$ cat src/rtl/pwm_cmd_sequencer.sv
// Avalon-MM write master for the 3-phase centre-aligned PWM servo: configures it after reset,
// turns per-phase on-times into deadtime-adjusted compare pairs and runs enable/fault sequencing.
module pwm_cmd_sequencer #(
  parameter logic [15:0] PERIOD   = 16'd3000,
  parameter logic [15:0] DEADTIME = 16'd16
) (
  input  logic        clk,
  input  logic        reset_n,
  input  logic        cmd_valid,
  output logic        cmd_ready,
  input  logic [15:0] cmd_duty0,
  input  logic [15:0] cmd_duty1,
  input  logic [15:0] cmd_duty2,
  input  logic        arm,
  input  logic        fault,
  input  logic        pwm_irq,
  output logic [3:0]  MM_addr,
  output logic        MM_write,
  output logic [31:0] MM_writedata,
  input  logic        MM_waitrequest,
  output logic        enabled,
  output logic        overrun,
  input  logic        clr_overrun,
  output logic        busy
);

  typedef enum logic [2:0] {StCfg, StIdle, StLoad, StWr, StCommit, StEna, StDis} state_e;

  state_e      state_q;
  logic [2:0]  idx_q;
  logic [2:0]  idx_nxt;
  logic [2:0]  cfg_sel;
  logic [15:0] duty_q [3];
  logic [15:0] lo_q   [3];
  logic [15:0] hi_q   [3];
  logic [15:0] lo_c   [3];
  logic [15:0] hi_c   [3];
  logic        arm_q;
  logic        arm_pend_q;
  logic        fault_done_q;
  logic        beat_done;
  logic        arm_rise;
  logic [3:0]  cfg_addr;
  logic [15:0] cfg_data;
  logic [15:0] wr_data;

  assign beat_done = MM_write & ~MM_waitrequest;
  assign arm_rise  = arm & ~arm_q;
  assign idx_nxt   = idx_q + 3'd1;
  assign cmd_ready = (state_q == StIdle) && !fault && !arm_pend_q;
  assign busy      = (state_q != StIdle);

  always_comb begin
    for (int i = 0; i < 3; i++) begin
      hi_c[i] = PERIOD - ((duty_q[i] > PERIOD) ? PERIOD : duty_q[i]);
      lo_c[i] = (hi_c[i] > DEADTIME) ? (hi_c[i] - DEADTIME) : 16'd0;
    end
  end

  // First CFG beat launches from idx_q, later ones from the index after the completing beat.
  always_comb begin
    cfg_sel  = MM_write ? idx_nxt : idx_q;
    cfg_addr = 4'hD;
    cfg_data = 16'd0;
    case (cfg_sel)
      3'd0:    begin cfg_addr = 4'h8; cfg_data = PERIOD; end
      3'd1:    begin cfg_addr = 4'hA; cfg_data = 16'd1;  end
      3'd2:    begin cfg_addr = 4'hB; cfg_data = 16'd0;  end
      3'd3:    begin cfg_addr = 4'hC; cfg_data = 16'd1;  end
      default: begin cfg_addr = 4'hD; cfg_data = 16'd0;  end
    endcase
  end

  always_comb begin
    wr_data = hi_q[2];
    case (idx_nxt)
      3'd1:    wr_data = hi_q[0];
      3'd2:    wr_data = lo_q[1];
      3'd3:    wr_data = hi_q[1];
      3'd4:    wr_data = lo_q[2];
      default: wr_data = hi_q[2];
    endcase
  end

  always_ff @(posedge clk or negedge reset_n) begin
    if (!reset_n) begin
      state_q      <= StCfg;
      idx_q        <= 3'd0;
      for (int i = 0; i < 3; i++) begin
        duty_q[i] <= 16'd0;
        lo_q[i]   <= 16'd0;
        hi_q[i]   <= 16'd0;
      end
      arm_q        <= 1'b1;
      arm_pend_q   <= 1'b0;
      fault_done_q <= 1'b0;
      MM_write     <= 1'b0;
      MM_addr      <= 4'h0;
      MM_writedata <= 32'd0;
      enabled      <= 1'b0;
      overrun      <= 1'b0;
    end else begin
      arm_q <= arm;
      if (fault) arm_pend_q <= 1'b0;
      else if (arm_rise) arm_pend_q <= 1'b1;
      if (!fault) fault_done_q <= 1'b0;
      if (pwm_irq && (state_q inside {StLoad, StWr, StCommit})) overrun <= 1'b1;
      else if (clr_overrun) overrun <= 1'b0;

      case (state_q)
        StCfg: begin
          if (!MM_write || beat_done) begin
            if (MM_write && idx_q == 3'd4) begin
              MM_write <= 1'b0;
              idx_q    <= 3'd0;
              state_q  <= StIdle;
            end else begin
              MM_write     <= 1'b1;
              MM_addr      <= cfg_addr;
              MM_writedata <= {16'd0, cfg_data};
              if (MM_write) idx_q <= idx_nxt;
            end
          end
        end
        StIdle: begin
          if (fault && !fault_done_q) begin
            MM_write <= 1'b1; MM_addr <= 4'h9; MM_writedata <= 32'd0; state_q <= StDis;
          end else if (arm_pend_q) begin
            MM_write <= 1'b1; MM_addr <= 4'h9; MM_writedata <= 32'd1; state_q <= StEna;
          end else if (cmd_valid && cmd_ready) begin
            duty_q[0] <= cmd_duty0;
            duty_q[1] <= cmd_duty1;
            duty_q[2] <= cmd_duty2;
            state_q   <= StLoad;
          end
        end
        StLoad: begin
          lo_q     <= lo_c;
          hi_q     <= hi_c;
          idx_q    <= 3'd0;
          MM_write <= 1'b1;
          if (fault) begin
            MM_addr <= 4'h9; MM_writedata <= 32'd0; state_q <= StDis;
          end else begin
            MM_addr <= 4'h0; MM_writedata <= {16'd0, lo_c[0]}; state_q <= StWr;
          end
        end
        StWr: begin
          if (beat_done) begin
            if (fault) begin
              MM_addr <= 4'h9; MM_writedata <= 32'd0; state_q <= StDis;
            end else if (idx_q == 3'd5) begin
              MM_addr <= 4'hF; MM_writedata <= 32'd1; state_q <= StCommit;
            end else begin
              idx_q        <= idx_nxt;
              MM_addr      <= {1'b0, idx_nxt};
              MM_writedata <= {16'd0, wr_data};
            end
          end
        end
        StCommit: begin
          if (beat_done) begin
            if (fault) begin
              MM_addr <= 4'h9; MM_writedata <= 32'd0; state_q <= StDis;
            end else begin
              MM_write <= 1'b0; state_q <= StIdle;
            end
          end
        end
        StEna: begin
          if (beat_done) begin
            enabled    <= 1'b1;
            arm_pend_q <= 1'b0;
            if (fault) begin
              MM_addr <= 4'h9; MM_writedata <= 32'd0; state_q <= StDis;
            end else begin
              MM_write <= 1'b0; state_q <= StIdle;
            end
          end
        end
        StDis: begin
          if (beat_done) begin
            enabled      <= 1'b0;
            fault_done_q <= fault;
            MM_write     <= 1'b0;
            state_q      <= StIdle;
          end
        end
        default: state_q <= StCfg;
      endcase
    end
  end

endmodule

$ cat config.mk
export PLATFORM = sky130hd
export DESIGN_NAME = pwm_cmd_sequencer
export DESIGN_NICKNAME = d
export VERILOG_FILES = /design/src/rtl/pwm_cmd_sequencer.sv
export SDC_FILE = /design/constraint.sdc
export NUM_CORES = 1
export LEC_CHECK = 0
export CAP_MARGIN = 20
export CORE_MARGIN = 1.5
export CORE_UTILIZATION = 30
export DETAILED_ROUTE_END_ITERATION = 6
export SKIP_CTS_REPAIR_TIMING = 1
export SLEW_MARGIN = 20
export SYNTH_ARGS = -nofsm -noshare
export SYNTH_HDL_FRONTEND = slang
export SYNTH_SLANG_ARGS = --single-unit
export TNS_END_PERCENT = 20
$ cat constraint.sdc
create_clock -name clk -period 5.15 [get_ports clk]
set_input_delay 1.03 -clock clk [delete_from_list [all_inputs] [get_ports clk]]
set_output_delay 1.03 -clock clk [all_outputs]
set_load 0.05 [all_outputs]
-- Word level (Yosys, flattened, before mapping)
Cells that the tools add are included.
- add/subtract/negate cells: 7
- multiply operators: 0
- div/mod/pow operators: 0
- order comparisons: 6
- eq/ne operators: 30
- shift-type cells: 0
- mux-type cells: 70
- bitwise logic cells: 6
- reduce and logical (&&, ||, !) cells: 27
- operator list (kind ; count):
    $mux 32 ; 7
    $pmux 32 s5 ; 1
    $mux 16 ; 9
    $pmux 16 s4 ; 1
    $mux 3 ; 18
    $gt 16x12->1 const B ; 3
    $gt 16x5->1 const B ; 3
    $sub 12x16->16 const A ; 3
    $sub 16x5->16 const B ; 3
    $mux 4 ; 10
    $pmux 12 s2 ; 1
    $pmux 4 s5 ; 1
    $eq 3x2->1 const B ; 6
    $eq 3x3->1 const B ; 6
    $ne 2x2->1 const B ; 9
    $pmux 3 s6 ; 1
    $mux 1 ; 17
    $reduce_and 7->1 ; 2
    $pmux 3 s4 ; 1
    $reduce_bool 5->1 ; 2
    $eq 3x1->1 const B ; 3
    $pmux 3 s3 ; 1
    $logic_and 1x1->1 ; 6
    $logic_not 3->1 ; 2
    18 further kinds ; 30
- register bits: 176
- bits in latches: 0
- memory bits (writable): 0
- bits in read-only memories: 0
- input bits: 56
- output and inout port bits: 41
- logic and storage cells: 164
- memories kept: 0

-- Depth between registers and ports, before layout
- depth in word-level cells: 8
- gate-level depth with buffers: 20
- mapped depth without buffers: 17

-- Worst setup path after synthesis
Ideal clock, no wire load.
- path type: reg2reg
- start: register duty_q[47] (netlist bit)
- end: register MM_writedata[2]
- data arrival time: 4.010 ns
- data required time: 5.004 ns
- path slack: 0.995 ns
- stages on the path, launching flop included: 19
- buffers on the path: 3
- period minus slack after synthesis: 4.155 ns
- path through: dfrtp_1 nor4_1 and3_1 a211o_1 buf_2 nand2_1 ha_1 clkbuf_1 clkinv_1 a21oi_1 o21ai_0 ha_1 nand2_1 nor4b_1 mux2i_1 a2bb2oi_1 a311o_1 clkbuf_1 o221ai_1
- RTL lines (item ; line ; text):
    start: declaration ; 33 ; logic [15:0] duty_q [3];
    end signal: assignment ; 120 ; MM_writedata <= {16'd0, cfg_data};
    end signal: assignment ; 157 ; MM_writedata <= {16'd0, wr_data};
    end: declaration ; 19 ; output logic [31:0] MM_writedata,

==> qor.yml <==
final_layout:
  nFillCells: 3007
  drive_gt1_frac: 0.128
  n_antenna_cell: 0
  area_growth_pct: 18.8
  final_nets: 1108
clocking:
  h-tree-depth: 4
  cts.sinks: 160
  cts.path.max_buffers: 2
  cts_tree: "yes"
  cts_root_buffer: "clkbuf_16"
  insertion_delay_ps: 430
  clk_pin_slew_ps: 70
  cts_buffers: 17
pwr:
  p_sw_mw: 3.64
  leakagePower_nw: 4.67
  cell_internal_pwr_mw: 4.08
  p_comb_frac: 0.541
  p_per_area_nw_per_um2: 709
  pwr-share-seq: 0.300
  pwr-share-clk: 0.159
  swShare: 0.472
  ir_worst_vdd_mv: 0.252
critical_path:
  startpoint: "duty_q[47]"
  cp.arrival_ps: 4960
  worst-path-max-fanout: 11
  reg2reg_slack_ps: 560
  regToRegEndpoint: "MM_writedata[15]"
  cp.required_ps: 5520
  crit_path_end_kind: "flip-flop"
  crit_type: "flip-flop to flip-flop"
  r2r-start: "duty_q[47]"
  cp-endpoint: "MM_writedata[15]"
  ff2ff_path_depth: 18
  start_kind: "flip-flop"
synth:
  synthFlopType: "dfrtp_1"
  synth.top_cell.area_share: 0.434
  synth_area_per_cell_um2: 9.43
  synth_most_common_cell: "dfrtp_1"
  ys_warn_count: 0
  async_flop_share: 1.00
  synthTopCellsByCount: "dfrtp_1, nand2_1, o21ai_0"
  ys_top_cells_by_area: "dfrtp_1, mux2_2, nand2_1, o21ai_0, a21oi_1"
  syn_inst: 973
  netlist_area_um2: 9180
  synth_cell_types: 80
  ys_ff_latch: 160
  ys_seq_area_frac: 0.436
  synth_edf_count: 0
  synth_top_area_cell: "dfrtp_1"
floorplan:
  initial_core_util: 0.307
  die_w_um: 178
  ios: 97
  core-area_um2: 29900
  die_y_um: 178
  die-area_um2: 31600
  rows: 63
global_route:
  overflow: 0
  grt.total_usage: 0.157
  antenna_found_initial: 0
  grt_max_degree: 94
  grt_first_pass_wirelength_mm: 39.4
  grt_pass1_vias: 7309
timing:
  rsz0062_at_grt: "false"
  report.final.slew_viol_count: 0
  period_share: 0.890
  fin_crit_ps: 4590
  slew_headroom: 0.369
  finalSetupViolations: 0
  worst_pin_slew_ps: 939
  finClkSkew_ps: 11.3
  fin_tns_setup_ps: 0
  fin_hold_ws_ps: 480
  fmax_mhz: 218
  hold_viol: 0
detailed_routing:
  ant_nets: 0
  vias: 7578
  wirelength_mm: 24.2
  drc: 0
  drt_pass1_iterations: 6
  wl_per_cell_um: 16.8
  drt_iter0_markers: 489
  viasPerCell: 5.28
run_status:
  status: "finished clean"
worst_hold_path:
  worst_hold_startpoint: "lo_q[12]"
  hp-class: "flip-flop to flip-flop"
placed_design:
  routabilityCongestion: 0.859
  port_buffers: 80
  dp_hpwl_mm: 17.4
flow_run:
  maxCapViolCount: 0
-- power groups by stage --
stage	logic, mW	registers (mW)	clock network, mW
floorplan	3.11	2.23	0
global placement	4.13	2.32	0
detailed placement	4.15	2.33	0
CTS	4.17	2.31	1.25
global route	4.64	2.40	1.31
finish	4.18	2.32	1.23
-- cell type report --
cell class                 instances  area, µm²  area share
sequential                       160       4010       0.367
tap                              390        488      0.0447
multi-input combinational        732       4820       0.442
clock buffer                      18        429      0.0394
inverter                          23       86.3     0.00792
timing repair buffer              99        945      0.0866
clock inverter                    14        131      0.0120
-- cell usage in the layout, fill, tap and decap left out, types with 6 or more instances in the layout --
master	count
a211oi_1	6
a21o_1	16
a21oi_1	51
a22o_1	9
a22oi_1	30
a31oi_1	13
and2_1	11
and3_1	11
buf_4	19
clkbuf_16	17
clkdlybuf4s50_1	79
conb_1	16
dfrtp_1	159
ha_1	19
inv_1	21
mux2_2	54
mux2i_1	6
nand2_1	130
nand2b_1	19
nand3_1	25
nand4_1	7
nor2_1	43
nor2b_1	7
nor3_1	21
nor4_1	7
o211ai_1	10
o21a_1	9
o21ai_0	71
o221ai_1	11
o31ai_1	10
xnor2_1	18
xor2_1	10
-- worst min-delay path by stage --
stage | endpoint | slack (ps) | depth (start not counted)
floorplan | lo_q[19] | 440 | 2
global placement | lo_q[28] | 460 | 1
detailed placement | lo_q[22] | 470 | 2
CTS | lo_q[22] | 480 | 2
global route | lo_q[12] | 500 | 1
finish | lo_q[12] | 480 | 1
-- routing by layer --
| layer | part of all wire | wire length, µm | track usage |
|---|---|---|---|
| met1 | 0.47 | 11300 | 0.216 |
| met2 | 0.48 | 11700 | 0.257 |
| met3 | 0.038 | 914 | 0.0257 |
| met4 | 0.010 | 249 | 0.0403 |
| met5 | 0 | 0 | 0 |
-- cell families (layout without fill, tap and decap cells) --
group | count (synthesis) | in the layout | synth area share
xor+xnor | 28 | 28 | 0.0267
flops | 160 | 160 | 0.436
fa+ha+maj | 19 | 19 | 0.0259
compound gates | 294 | 294 | 0.219
mux | 60 | 60 | 0.0728
buf+inv | 96 | 154 | 0.0466
simple gates | 315 | 315 | 0.172
other cells | 1 | 16 | 0.000409
-- flip-flops by register name, indices dropped and copies added, names as in the netlist, 3 cells and up --
name          count
lo_q             32
idx_q             3
MM_writedata     16
state_q           3
duty_q           48
MM_addr           4
hi_q             48
-- stage by stage --
stage               std cells  utilization  area (µm²)  total power [mW]  worst slack [ps]
detailed placement       1404        0.346       10300              6.48               616
finish                   1436        0.365       10900              7.73               565
global placement         1404        0.346       10300              6.45               777
floorplan                 988            -        9230              5.34               995
CTS                      1436        0.365       10900              7.74               571
global route             1436        0.365       10900              8.34               108
-- worst max-delay path, cell delays in order (launching register included) --
cell and delay (ps):
dfrtp_1 390, or4_1 530, nor4_1 380, a211o_1 330
nand2_1 160, ha_1 340, nand2b_1 210, a21oi_1 90
mux2i_1 190, o21ai_0 190, ha_1 220, nand2_1 100
nor4b_1 60, mux2i_1 150, a2bb2oi_1 110, a311o_1 370
buf_4 190, a2111oi_2 360, a211o_1 160
No activity file was read; power rests on OpenSTA's default activity.
